$ cat config.mk
export PLATFORM = sky130hd
export DESIGN_NAME = mult_seq_ctrl
export DESIGN_NICKNAME = d
export VERILOG_FILES = /design/src/rtl/mult_seq_ctrl.sv
export SDC_FILE = /design/constraint.sdc
export NUM_CORES = 1
export LEC_CHECK = 0
export CAP_MARGIN = 20
export CORE_AREA = 8 8 45 47
export DETAILED_ROUTE_END_ITERATION = 6
export DIE_AREA = 0 0 53 55
export GPL_TIMING_DRIVEN = 0
export PLACE_DENSITY = 0.67
export SYNTH_ARGS = -nofsm -noshare
export SYNTH_HDL_FRONTEND = slang
export SYNTH_SLANG_ARGS = --single-unit
$ cat constraint.sdc
create_clock -name sys_clk -period 3.5 [get_ports sys_clk]
set_input_delay 0.7 -clock sys_clk [delete_from_list [all_inputs] [get_ports sys_clk]]
set_output_delay 0.7 -clock sys_clk [all_outputs]
set_load 0.01 [all_outputs]
$ cat src/rtl/mult_seq_ctrl.sv
// Moore sequencer for the shift-add multiplier datapath: LOAD, then WIDTH x (TEST [ADD] SHIFT), then DONE.
// Optional START_ERR_EN adds a sticky err output flagging start requests made while busy.
module mult_seq_ctrl #(
  parameter int WIDTH = 4
) (
  input  logic       sys_clk,
  input  logic       sys_rst,
  input  logic       start,
  input  logic       flag,
  output logic       busy,
  output logic       done,
  output logic       enA,
  output logic       enB,
  output logic       enDPO,
  output logic       ABsel,
  output logic       sr_c1,
  output logic       sr_c0,
  output logic       enSR,
  output logic       SRsel,
  output logic       alu_c2,
  output logic       alu_c1,
  output logic       alu_c0,
  output logic       enACC,
  output logic       clrACC,
`ifdef START_ERR_EN
  output logic       err,
`endif
  output logic [2:0] state_dbg
);

  localparam int CW = $clog2(WIDTH + 1);
  localparam logic [CW-1:0] CNT_INIT = CW'(WIDTH);

  typedef enum logic [2:0] {
    S_IDLE  = 3'd0,
    S_LOAD  = 3'd1,
    S_TEST  = 3'd2,
    S_ADD   = 3'd3,
    S_SHIFT = 3'd4,
    S_DONE  = 3'd5
  } state_t;

  state_t        state_q, state_d;
  logic [CW-1:0] cnt_q, cnt_d;

  // Handshake: start is a request that is accepted only when busy=0 (IDLE);
  // there is no ready, a start seen while busy=1 is dropped, and done pulses once per accepted start.
  always_ff @(posedge sys_clk or posedge sys_rst) begin
    if (sys_rst) begin
      state_q <= S_IDLE;
      cnt_q   <= '0;
    end else begin
      state_q <= state_d;
      cnt_q   <= cnt_d;
    end
  end

  always_comb begin
    state_d = S_IDLE;
    cnt_d   = cnt_q;
    busy    = 1'b1;
    done    = 1'b0;
    enA     = 1'b0;
    enB     = 1'b0;
    enDPO   = 1'b0;
    ABsel   = 1'b0;
    sr_c1   = 1'b0;
    sr_c0   = 1'b0;
    enSR    = 1'b0;
    SRsel   = 1'b0;
    alu_c2  = 1'b0;
    alu_c1  = 1'b0;
    alu_c0  = 1'b0;
    enACC   = 1'b0;
    clrACC  = 1'b0;
    case (state_q)
      S_IDLE: begin
        busy    = 1'b0;
        state_d = start ? S_LOAD : S_IDLE;
      end
      S_LOAD: begin
        enA     = 1'b1;
        enB     = 1'b1;
        clrACC  = 1'b1;
        enSR    = 1'b1;
        sr_c1   = 1'b1;
        sr_c0   = 1'b1;
        cnt_d   = CNT_INIT;
        state_d = S_TEST;
      end
      S_TEST: begin
        state_d = flag ? S_ADD : S_SHIFT;
      end
      S_ADD: begin
        alu_c0  = 1'b1;
        enACC   = 1'b1;
        state_d = S_SHIFT;
      end
      S_SHIFT: begin
        enSR    = 1'b1;
        sr_c0   = 1'b1;
        SRsel   = 1'b1;
        alu_c1  = 1'b1;
        enACC   = 1'b1;
        // Saturate at zero so a corrupted count still terminates the sequence.
        cnt_d   = (cnt_q != '0) ? cnt_q - CW'(1) : '0;
        state_d = (cnt_q <= CW'(1)) ? S_DONE : S_TEST;
      end
      S_DONE: begin
        enDPO   = 1'b1;
        done    = 1'b1;
        state_d = S_IDLE;
      end
      default: begin
        busy    = 1'b0;
        state_d = S_IDLE;
      end
    endcase
  end

`ifdef START_ERR_EN
  // Sticky until the next accepted start; an unused encoding counts as busy.
  always_ff @(posedge sys_clk or posedge sys_rst) begin
    if (sys_rst) begin
      err <= 1'b0;
    end else if (state_q == S_IDLE) begin
      if (start) err <= 1'b0;
    end else if (start) begin
      err <= 1'b1;
    end
  end
`endif

  assign state_dbg = state_q;

endmodule

==> flow_summary.ini <==
[critical_path]
path_class = reg -> out
rr_startpoint = state_dbg[0]$_DFF_PP0_
worstPathMaxFanout = 9
rr_worst_depth = 4
arrival_ps = 1860
worst_setup_path_end_kind = output port
r2r_slack_ps = 2250
rr_endpoint = cnt_q[2]$_DFFE_PP0P_
cp.required_ps = 2800
startpoint_type = register

[global_route]
grt_pass1_vias = 354
antenna_found_initial = 0
grt_first_pass_wirelength_um = 1530
overflow = 0
grtUsageTotal = 0.0736
grt_max_degree = 11

[power]
p_seq_frac = 0.194
swShare = 0.375
combPwrFrac = 0.713
netSwitchingPower_uw = 243
power_density_nw_per_um2 = 969
p_leak_nw = 0.302
internal_power_uw = 405
clkPwrFrac = 0.093
peakVddDrop_mv = 0.335

[timing]
hold_viol = 0
rsz0062_at_grt = no
fin_tns_setup_ps = 0
max_clock_freq_mhz = 391
min_period_over_period = 0.730
maxSlewViolCount = 0
finalSetupViolCount = 0
whs_ps = 494
fin_worst_skew_ps = 1.74
finalCriticalPeriod_ps = 2560

[clock_network]
cts_tree = built
cts_setup_buffers = 0
ctsResizeCount = 0
root_buffer = clkbuf_4
clock_latency_ps = 240
clk_pin_slew_ps = 40
cts_hold_buf = 0
clk_path_buf_depth = 2
cts.sinks = 6
cts_buffers = 3
htreeDepth = 1

[floorplan]
initial_core_util = 0.313
rows = 14
num_io_pins = 22
dieArea_um2 = 2920
fp.dieW_um = 53
die_y_um = 55
core_um2 = 1380

[drt]
drc = 0
wl_per_cell_um = 10.9
viasPerCell = 4.49
drt_iter0_drc = 7
dr_total_vias = 400
totalWireLength_um = 966
first_pass_iters = 4
ant_nets = 0

[final_layout]
multi_input_area_um2 = 195
fin_nets = 79
fin_cells = 89
final_util = 0.484
register_area_um2 = 150
design_area_um2 = 669
drive_gt1_frac = 0.219
n_antenna_cell = 0
fillers = 144
area_growth_pct = 54.6

[hold_path]
worstHoldPathType = reg -> reg
min-delay-start = cnt_q[0]$_DFFE_PP0P_
min_path_cells = 1
min_to = cnt_q[0]$_DFFE_PP0P_

[synthesis]
synth_most_common_cell = buf_4
ys.flop_type = dfrtp_1
yosysTopAreaCellShare = 0.347
synth-seq-cells = 6
synthArstFlopShare = 1.00
yosys-top-cells-count = buf_4, dfrtp_1, nor2_1, nand3_1, o21ai_0
avgSynthCellArea_um2 = 8.66
synth_area_leaders = dfrtp_1, buf_4, nor2_1
synth_seq_area_share = 0.347
synth_top_area_cell = dfrtp_1
ys_warn_count = 0
synthesis.area_um2 = 433
synth-edff-count = 0
synthCells = 50
synth.distinct_cells = 23

[place]
place_inst = 86
place_area_um2 = 647
gp_congestion = 0.761
port_buffers = 19
dp_hpwl_um = 800

[run_status]
status = completed

[run]
cap_viol_max_count = 0
## worst max path at each step
| stage | start | end | depth (start not counted) |
|---|---|---|---|
| after floorplan | state_dbg[2]$_DFF_PP0_ | enA | 4 |
| after global placement | state_dbg[2]$_DFF_PP0_ | enB | 5 |
| after detailed placement | state_dbg[2]$_DFF_PP0_ | enB | 5 |
| after CTS | state_dbg[2]$_DFF_PP0_ | enB | 5 |
| after global routing | state_dbg[2]$_DFF_PP0_ | enB | 5 |
| final | state_dbg[2]$_DFF_PP0_ | enB | 5 |
## kinds of logic (layout without fill, tap and decap cells)
| family | Yosys count | count (layout) | synth area share |
|---|---|---|---|
| simple gates | 18 | 18 | 0.234 |
| buf+inv | 13 | 35 | 0.211 |
| compound gates | 8 | 8 | 0.107 |
| flops | 6 | 6 | 0.347 |
| mux | 3 | 3 | 0.0723 |
| other cells | 1 | 2 | 0.00866 |
| xor+xnor | 1 | 1 | 0.0202 |
## state kept, by name (all words and copies together), names as in the netlist
| name | count |
|---|---|
| state_dbg | 3 |
| cnt_q | 3 |
## final cells by class
type | count | area share
Inverter | 2 | 0.0112
Buffer | 11 | 0.125
Clock buffer | 3 | 0.0336
Timing Repair Buffer | 19 | 0.284
Multi-Input combinational cell | 32 | 0.292
Tap cell | 16 | 0.0299
Sequential cell | 6 | 0.224
## per-stage QoR
step,setup slack [ps],power [mW]
4_1_cts,897,0.661
3_3_place_gp,1190,0.592
3_5_place_dp,1180,0.595
2_1_floorplan,1630,0.385
6_report,944,0.649
5_1_grt,818,0.707
## critical path, cell delays in order (launching register included)
cell and delay (ps):
dfrtp_1 380, buf_6 140, nand2b_1 160, nor2_1 240, buf_4 160, clkdlybuf4s50_1 530
## cells in the final DEF (no fill, tap or decap)
master           netlist  final
a21o_1                 1      1
a21oi_1                1      1
and3_1                 1      1
buf_2                  1      1
buf_4                  9      9
buf_6                  1      1
clkbuf_4               0      3
clkdlybuf4s50_1        0     19
conb_1                 1      2
dfrtp_1                6      6
inv_1                  2      2
mux2_2                 1      1
mux2i_1                2      2
nand2_1                1      1
nand2b_1               2      2
nand3_1                3      3
nor2_1                 6      6
nor2b_1                1      1
nor3_1                 2      2
nor3b_4                1      1
o21ai_0                3      3
o21ai_1                2      2
o2bb2ai_1              1      1
or2_1                  1      1
xnor2_1                1      1
## per-layer routing
| layer | vias up | routed length (um) | share of wire | track usage |
|---|---|---|---|---|
| met3 | 0 | 133 | 0.14 | 0.0455 |
| met4 | 0 | 0 | 0 | 0.0517 |
| met1 | 183 | 384 | 0.40 | 0.0801 |
| met5 | - | 0 | 0 | 0 |
| met2 | 15 | 448 | 0.46 | 0.104 |
| li1 | 202 | - | - | - |
## power by group through the flow
stage | combinational [mW] | sequential (mW) | clock, mW
floorplan | 0.254 | 0.131 | 0
global placement | 0.466 | 0.125 | 0
detailed placement | 0.468 | 0.127 | 0
CTS | 0.469 | 0.126 | 0.0656
global route | 0.507 | 0.131 | 0.0693
finish | 0.462 | 0.126 | 0.0601
No activity file was read; power rests on OpenSTA's default activity.
